[src/rtl/usr_deser.sv]
// usr_deser: serial frame receiver (start bit 0, WIDTH data bits, stop bit 1).
// The received word sits in a holding register and is offered downstream
// on a valid/ready handshake. The block reports framing errors and overruns.
module usr_deser #(
    parameter int WIDTH = 5
) (
    input  logic             clk,
    input  logic             rst,
    input  logic             SI,
    input  logic             bit_en,
    input  logic             msb_first,
    output logic [WIDTH-1:0] PO,
    output logic             valid,
    input  logic             ready,
    output logic             busy,
    output logic             frame_err,
    output logic             overrun
);

    // The counter must be able to hold WIDTH, because it increments past the last data bit.
    localparam int CW = $clog2(WIDTH + 1);

    typedef enum logic [1:0] {
        IDLE = 2'd0,
        DATA = 2'd1,
        STOP = 2'd2
    } state_t;

    state_t           state_q, state_d;
    logic [WIDTH-1:0] sh_q, sh_d;
    logic [CW-1:0]    cnt_q, cnt_d;
    logic             dir_q, dir_d;
    logic [WIDTH-1:0] po_q, po_d;
    logic             valid_q, valid_d;
    logic             frame_err_q, frame_err_d;
    logic             overrun_q, overrun_d;
    logic             word_done;

    // Frame sequencing, shifting, and handshake/holding-register update.
    always_comb begin
        state_d     = state_q;
        sh_d        = sh_q;
        cnt_d       = cnt_q;
        dir_d       = dir_q;
        po_d        = po_q;
        valid_d     = valid_q;
        frame_err_d = 1'b0;
        overrun_d   = overrun_q;
        word_done   = 1'b0;

        case (state_q)
            IDLE: begin
                if (bit_en && !SI) begin
                    state_d = DATA;
                    cnt_d   = '0;
                    dir_d   = msb_first;
                end
            end
            DATA: begin
                if (bit_en) begin
                    if (dir_q) begin
                        sh_d = {sh_q[WIDTH-2:0], SI};
                    end else begin
                        sh_d = {SI, sh_q[WIDTH-1:1]};
                    end
                    cnt_d = cnt_q + CW'(1);
                    if (cnt_q == CW'(WIDTH - 1)) begin
                        state_d = STOP;
                    end
                end
            end
            STOP: begin
                // A 0 here is a framing error; it is never reused as a start bit.
                if (bit_en) begin
                    state_d = IDLE;
                    if (SI) begin
                        word_done = 1'b1;
                    end else begin
                        frame_err_d = 1'b1;
                    end
                end
            end
            default: begin
                state_d = IDLE;
            end
        endcase

        // A completed word loads only if the holding register is free or being
        // consumed in this same cycle; otherwise it is dropped and flagged.
        if (word_done) begin
            if (!valid_q || ready) begin
                po_d    = sh_q;
                valid_d = 1'b1;
            end else begin
                overrun_d = 1'b1;
            end
        end else if (valid_q && ready) begin
            valid_d = 1'b0;
        end
    end

    // State registers with asynchronous active-low clear.
    always_ff @(posedge clk or negedge rst) begin
        if (!rst) begin
            state_q     <= IDLE;
            sh_q        <= '0;
            cnt_q       <= '0;
            dir_q       <= 1'b0;
            po_q        <= '0;
            valid_q     <= 1'b0;
            frame_err_q <= 1'b0;
            overrun_q   <= 1'b0;
        end else begin
            state_q     <= state_d;
            sh_q        <= sh_d;
            cnt_q       <= cnt_d;
            dir_q       <= dir_d;
            po_q        <= po_d;
            valid_q     <= valid_d;
            frame_err_q <= frame_err_d;
            overrun_q   <= overrun_d;
        end
    end

    assign PO        = po_q;
    assign valid     = valid_q;
    assign busy      = (state_q != IDLE);
    assign frame_err = frame_err_q;
    assign overrun   = overrun_q;

endmodule

[config.mk]
export PLATFORM = sky130hd
export DESIGN_NAME = usr_deser
export DESIGN_NICKNAME = d
export VERILOG_FILES = /design/src/rtl/usr_deser.sv
export SDC_FILE = /design/constraint.sdc
export NUM_CORES = 1
export LEC_CHECK = 0
export BUFFER_PORTS_ARGS = -buffer_cell sky130_fd_sc_hd__buf_2
export CAP_MARGIN = 30
export CORE_MARGIN = 4
export CORE_UTILIZATION = 40
export DETAILED_ROUTE_END_ITERATION = 6
export GPL_TIMING_DRIVEN = 0
export SYNTH_ARGS = -nofsm -noshare
export SYNTH_HDL_FRONTEND = slang
export SYNTH_SLANG_ARGS = --single-unit
[constraint.sdc]
create_clock -name clk -period 1.6 [get_ports clk]
set_clock_uncertainty 0.15 [all_clocks]
set_input_delay 0.08 -clock clk [delete_from_list [all_inputs] [get_ports clk]]
set_output_delay 0.08 -clock clk [all_outputs]
set_load 0.02 [all_outputs]
==> results.md, run 1 <==
* Max Fanout on Critical Path at 9
* H-tree depth at 1
* Clock Latency Late Sink at 290 ps
* Post-Syn Area per Cell at 12.0 µm²
* Final routed DRC violation total at 0
* Top cells by area, synth: dfrtp_1 (55%), mux2_2 (7.8%), mux2i_1 (6.9%)
* Area of the die at 2980 µm²
* Mapped cell area at 867 µm²
* Slew headroom at 72.0%
* Crit path launch type: flop
* Worst-case vdd ir drop at 0.707 mV
* Pint at 1.03 mW
* Largest net degree at the start of global routing at 20
* Status: finished, final reports clean
* Peak Freq at 0.663 GHz
* Clock power frac at 14.5%
* Ports at 15
* TritonCTS clock tree: built
* Routed wire length at 1.45 mm
* Final HPWL DP at 1.04 mm
* CP Class: reg2reg
* Slowest stage delay, CP at ~540 ps
* Leading area contributor after synthesis: dfrtp_1
* Top layer reached by signal wires: met4
* Post-synthesis sequential area ratio at 54.8%
* Setup TNS at 0 ps
* Min Hold Slack at 90.2 ps
* Die W at 54.6 µm
* Nets at roughly 110
* DRT iter0 DRCs at 4
* Fill count at 193
* First-pass DRT Iterations at 4
* Yosys cell types at 23
* Inserted Diodes at 0
* Layout cells sized above 1 at 30.2%
* PD cells at 1520 nW/µm²
* Gate Count Post-Synth at 72
* Top-count cell post-synth: dfrtp_1
* CORE AREA at 2000 µm²
* Starting Density at 43.3%
* WP data required at 1690 ps
* First-pass GRT wire length at between 2 and 2.5 mm
* Worst EP arrival at approximately 1600 ps
* Final hold viol count at 0
* Max-cap viol count at 0
* Max Slew Vio Count at 0
* CTS max path bufs at 2
* Area after DPL at 971 µm²
* Top Family by Delay on Critical Path: buffers and inverters
* Post-Syn Nets at 80
* Fin crit share at 94.3%
* Final instance area at 1060 µm²
* Worst setup EP type: flop
* RSZ-0062 raised after global routing: false
* Switch Pwr at roughly 0.58 mW
* Ys async rst share at 100%
* Dpl cells at 113
* Die H at 54.6 µm
* CTS Sinks at 19
* Vias in the first global route at 567
* Total congestion overflow at 0
* Leakage at 0.550 nW
* Synthesized flop and latch total at 19
* Antenna violations before repair at 0
* DR WL met3 at approximately 62 µm
* Switching part of the total at 35.8%
* Tmin final at 1510 ps
* Flop pwr share at approximately half
* Comb pwr share at 36.8%
* Synth Warn # at 0
* Area growth syn-to-layout at 22.2%
* Placer congestion estimate at between 0.7 and 0.8
* Worst slew pin tran at around 420 ps
* Crit path cell chain: nand4b_4, nand2_1, dlygate4sd3_1
* Final setup violation count at 0
* Routed vias/inst at 4.73
* I/O Buffers at 14
* Ys flop type: dfrtp_1
* Critical Path Slowest Stage Cell: dlygate4sd3_1
* CTS Buf Count at 3
* Synth top cells by count: dfrtp_1 (19), o21ai_0 (8), mux2_2 (6), mux2i_1 (6), nand2_1 (6)
* Site row count at 16
* Met1 wire length at about 730 µm
* Hold Path Class: in2async
* Crit path buf inv count at 1
* Root buffer cell: clkbuf_4
* Antenna Nets Post-Route at 0
* EDFF count, synth at 0
* Met2 routed wirelength at 618 µm
* Top cell type's share of synthesized area at ~55%
* CTS clk-pin slew, worst paths at 100 ps
* Via Count at between 500 and 600
* Total power at roughly 1.6 mW
* Non-filler cells in the finished layout at 123
* GRT Total Usage at 12.4%
* Post-CTS Setup Bufs at 0
* WL/cell at 11.8 µm
## routing by layer
metal | up-vias | global-route usage [%]
li1 | 295 | -
met5 | - | 0
met4 | 0 | 9.96
met2 | 13 | 17.9
met3 | 4 | 3.27
met1 | 270 | 15.6
## final cells by class
cell class              instances  area [µm²]  area share, %
plain buffers                   2        8.76          0.826
clock buffers                   4        26.3           2.48
inverters                       4        15.0           1.42
multi-input cells              47         368           34.7
flip-flops and latches         19         478           45.1
well taps                      27        33.8           3.19
repair buffers                 20         130           12.3
## kinds of logic (layout without fill, tap and decap cells)
family          count (synthesis)  after routing  share of synthesized area, %
buf+inv                         6             30                          2.74
simple gates                   22             22                          17.7
flops                          19             19                          54.8
mux                            12             12                          14.7
compound gates                 11             11                          7.07
fa+ha+maj                       2              2                          2.89
## worst reg2reg max path, delay by kind of cell (launching register included)
family                 cells  cell delay (ps)
buffers and inverters      1              540
flip-flops                 1              470
AND/OR/NAND/NOR            2              290
## path summary, 6_finish.rpt
| check | slack (ps) | to | cells after the start | start |
|---|---|---|---|---|
| min in group clk | 340 | overrun | 1 | overrun |
| worst min-delay path | 90 | frame_err | 2 | rst |
| worst max register to register | 90 | valid | 3 | state_q[0] |
| worst min register to register | 340 | overrun | 1 | overrun |
| worst max-delay path | 90 | valid | 3 | state_q[0] |
| max in group asynchronous | 900 | state_q[0] | 2 | rst |
## flip-flops by register name, indices dropped and copies added (netlist names)
register	count
overrun	1
state_q	2
dir_q	1
valid	1
frame_err	1
cnt_q	3
PO	5
sh_q	5
## what timing repair did
item                                    4_1_cts  5_1_grt
resized for setup                             0        2
hold endpoints to repair                     24        0
endpoints found under the setup margin        0        3
hold buffers                                  6        0
## through the flow
step                      setup slack (ps)  utilization (%)
final                                 90.9             52.9
after global routing                  22.0             52.9
after CTS                             38.2             52.8
after detailed placement              80.1             48.5
after global placement                77.4             48.5
after floorplan                        108                -
## cells in the final DEF (no fill, tap or decap), drive strengths merged
| master | n |
|---|---|
| nand4b | 1 |
| or2 | 1 |
| nand2 | 6 |
| clkbuf | 4 |
| nand2b | 2 |
| nor3b | 1 |
| mux2i | 6 |
| nor2b | 4 |
| and3 | 1 |
| nor2 | 2 |
| or2b | 1 |
| o21bai | 1 |
| mux2 | 6 |
| dlygate4sd3 | 6 |
| o22ai | 1 |
| and4bb | 1 |
| buf | 16 |
| nand3b | 2 |
| o21ai | 8 |
| dfrtp | 19 |
| inv | 4 |
| a211oi | 1 |
| ha | 2 |
## power by group through the flow
| stage | Combinational, mW | Sequential [mW] | Clock (mW) |
|---|---|---|---|
| after global placement | 0.576 | 0.787 | 0 |
| after floorplan | 0.382 | 0.824 | 0 |
| after global routing | 0.673 | 0.810 | 0.268 |
| after detailed placement | 0.590 | 0.793 | 0 |
| final | 0.593 | 0.783 | 0.234 |
| after CTS | 0.604 | 0.781 | 0.252 |
(Power assumes the default switching activity.)
==> run 2: changes to the inputs <==
Settings changed: ABC_AREA set to 1, CORE_UTILIZATION 40 to 53, PLACE_DENSITY set to 0.76, SLEW_MARGIN set to 40.
==> run 2 against run 1 <==
Against the previous run: sequential power decreased by 0.8%; largest cell class unchanged; register-to-register slack better by 210 ps; largest power group unchanged; hold slack better by 4.6 ps.
==> results.md, run 2 <==
* Status: finished, final reports clean
* Synth top cells by count: nand2_1 (28), dfrtp_1 (19), inv_1 (13), o21ai_0 (10), nand3_1 (5)
* Area growth syn-to-layout at 19.6%
* CTS max path bufs at 2
* Final HPWL DP at 1.20 mm
* Post-Syn Nets at 111
* Crit path launch type: input port
* Most frequent cells in the layout: nand2_1 (28), dfrtp_1 (19), buf_2 (14)
* Min Hold Slack at 94.8 ps
* Worst EP arrival at 1520 ps
* Routed wire length at 1.65 mm
* Comb pwr share at a little over two fifths
* Tmin final at 1450 ps
* Final routed DRC violation total at 0
* Antenna violations before repair at 0
* Max Slew Vio Count at 0
* R2r startpoint: cnt_q[0]
* First-pass GRT wire length at 2.93 mm
* Ys async rst share at 100%
* Clock Latency Late Sink at ~290 ps
* Hold Path Class: in2async
* Ports at 15
* Worst setup EP type: flop
* TritonCTS clock tree: built
* Layout cells sized above 1 at 23.6%
* Slowest stage delay, CP at 550 ps
* Post-synthesis sequential area ratio at 52.8%
* GRT Total Usage at 15.4%
* Routed vias/inst at 5.22
* RSZ-0062 raised after global routing: false
* Post-CTS Setup Bufs at 0
* Post-cts repair resize count at 0
* Gate Count Post-Synth at 103
* Non-filler cells in the finished layout at about 140
* Synth Warn # at 0
* Starting Density at 57.8%
* Top Family by Delay on Critical Path: buffers and inverters
* Crit path launch: SI
* Most common cell after layout, fill and taps aside: nand2_1
* Max-cap viol count at 0
* Worst slew pin tran at 413 ps
* Max Fanout on Critical Path at 4
* Site row count at 14
* Synthesized flop and latch total at 19
* Inserted Diodes at 0
* Vias in the first global route at 701
* Die H at just under 50 µm
* Total congestion overflow at 0
* H-tree depth at 1
* CP Class: in2reg
* Final setup violation count at 0
* Top cell type's share of synthesized area at 52.8%
* I/O Buffers at 14
* Leakage at 0.550 nW
* CTS Sinks at 19
* First-pass DRT Iterations at 5
* EDFF count, synth at 0
* Largest net degree at the start of global routing at 20
* Die W at 49.2 µm
* Clock power frac at ~13%
* Flop pwr share at 44.4%
* Nets at about 140
* R2R Setup Slk at 300 ps
* Hold_buf cts at 6
* CORE AREA at 1560 µm²
* Mapped cell area at around 900 µm²
* Yosys cell types at 18
* Top-count cell post-synth: nand2_1
* Critical Path Slowest Stage Cell: dlygate4sd3_1
* Slew headroom at 72.5%
* Peak Freq at just under 0.7 GHz
* Crit path buf inv count at 4
* Fin worst setup slack at 146 ps
* Via Count at approximately 750
* Leading area contributor after synthesis: dfrtp_1
* Crit path cell chain: dlygate4sd3_1, buf_2, inv_1, nand2_1, dlygate4sd3_1, nor2_1
* Placer congestion estimate at 0.855
* Switching part of the total at 42.6%
* Final hold viol count at 0
* Worst-case vdd ir drop at between 0.9 and 1 mV
* Post-Syn Area per Cell at 8.75 µm²
* Area of the die at 2420 µm²
* Pint at 1.00 mW
* DRT iter0 DRCs at 8
* Place WS at between 300 and 400 ps
* WL/cell at roughly 12 µm
* Dpl cells at 133
* PD cells at 1620 nW/µm²
* Fin crit share at 90.9%
* Ys flop type: dfrtp_1
* WP data required at 1670 ps
* CTS Buf Count at 3
* Post-Route Utilization at 69.1%
* CTS clk-pin slew, worst paths at ~100 ps
* Top cells by area, synth: dfrtp_1 (53%), nand2_1 (12%), o21ai_0 (5.6%)
* Root buffer cell: clkbuf_4
* Setup TNS at 0 ps
* Antenna Nets Post-Route at 0
* Switch Pwr at ~0.75 mW
* Most common cell type on the critical path: dlygate4sd3_1
run 2: changes by cell type after synthesis, sizes merged, moves of 4 or more:
cell | previous run | this run
inv | 4 | 15
mux2 | 6 | 0
mux2i | 6 | 0
nand2 | 6 | 33
nand3 | 0 | 5
nor2 | 2 | 7
nor2b | 4 | 0
o211ai | 0 | 4
o21ai | 8 | 15
run 2: path summary, 6_finish.rpt:
check / end / cells after the start
hold / removal: sh_q[0] / 2
min in group clk: overrun / 1
hold reg to reg: overrun / 1
max in group asynchronous: valid / 2
setup / recovery: frame_err / 6
setup reg to reg: state_q[0] / 7
run 2: area by class of cell:
type	count	area [µm²]
Buffer	1	3.75
Clock buffer	4	26.3
Fill cell	130	482
Inverter	15	56.3
Multi-Input combinational cell	68	365
Sequential cell	19	475
Tap cell	16	20.0
Timing Repair Buffer	20	130
run 2: logic make-up after synthesis:
logic type | Yosys count | synth area share, %
AND/OR/NAND/NOR | 45 | 24.2
flip-flops | 19 | 52.8
AO/OA/AOI/OAI | 21 | 13.6
buffers and inverters | 16 | 6.67
adder cells (fa/ha/maj) | 2 | 2.78
run 2: power groups by stage:
| stage | Clock [mW] | Combinational (mW) | Sequential [mW] |
|---|---|---|---|
| after floorplan | 0 | 0.461 | 0.842 |
| after global placement | 0 | 0.709 | 0.772 |
| after detailed placement | 0 | 0.729 | 0.787 |
| after CTS | 0.247 | 0.744 | 0.777 |
| after global routing | 0.273 | 0.840 | 0.800 |
| final | 0.235 | 0.739 | 0.777 |
run 2: metal layers:
metal  up-vias  wire [µm]  global-route usage [%]
met5         -          0                       0
met4         0          0                    4.27
met3         0         80                    3.67
met2        21        775                    25.4
met1       352        791                    19.8
li1        374          -                       -
run 2: per-stage QoR:
stage / power (mW) / area, µm²
global placement: 1.48 / 991
CTS: 1.77 / 1080
global route: 1.91 / 1080
floorplan: 1.30 / 901
detailed placement: 1.52 / 991
finish: 1.75 / 1080
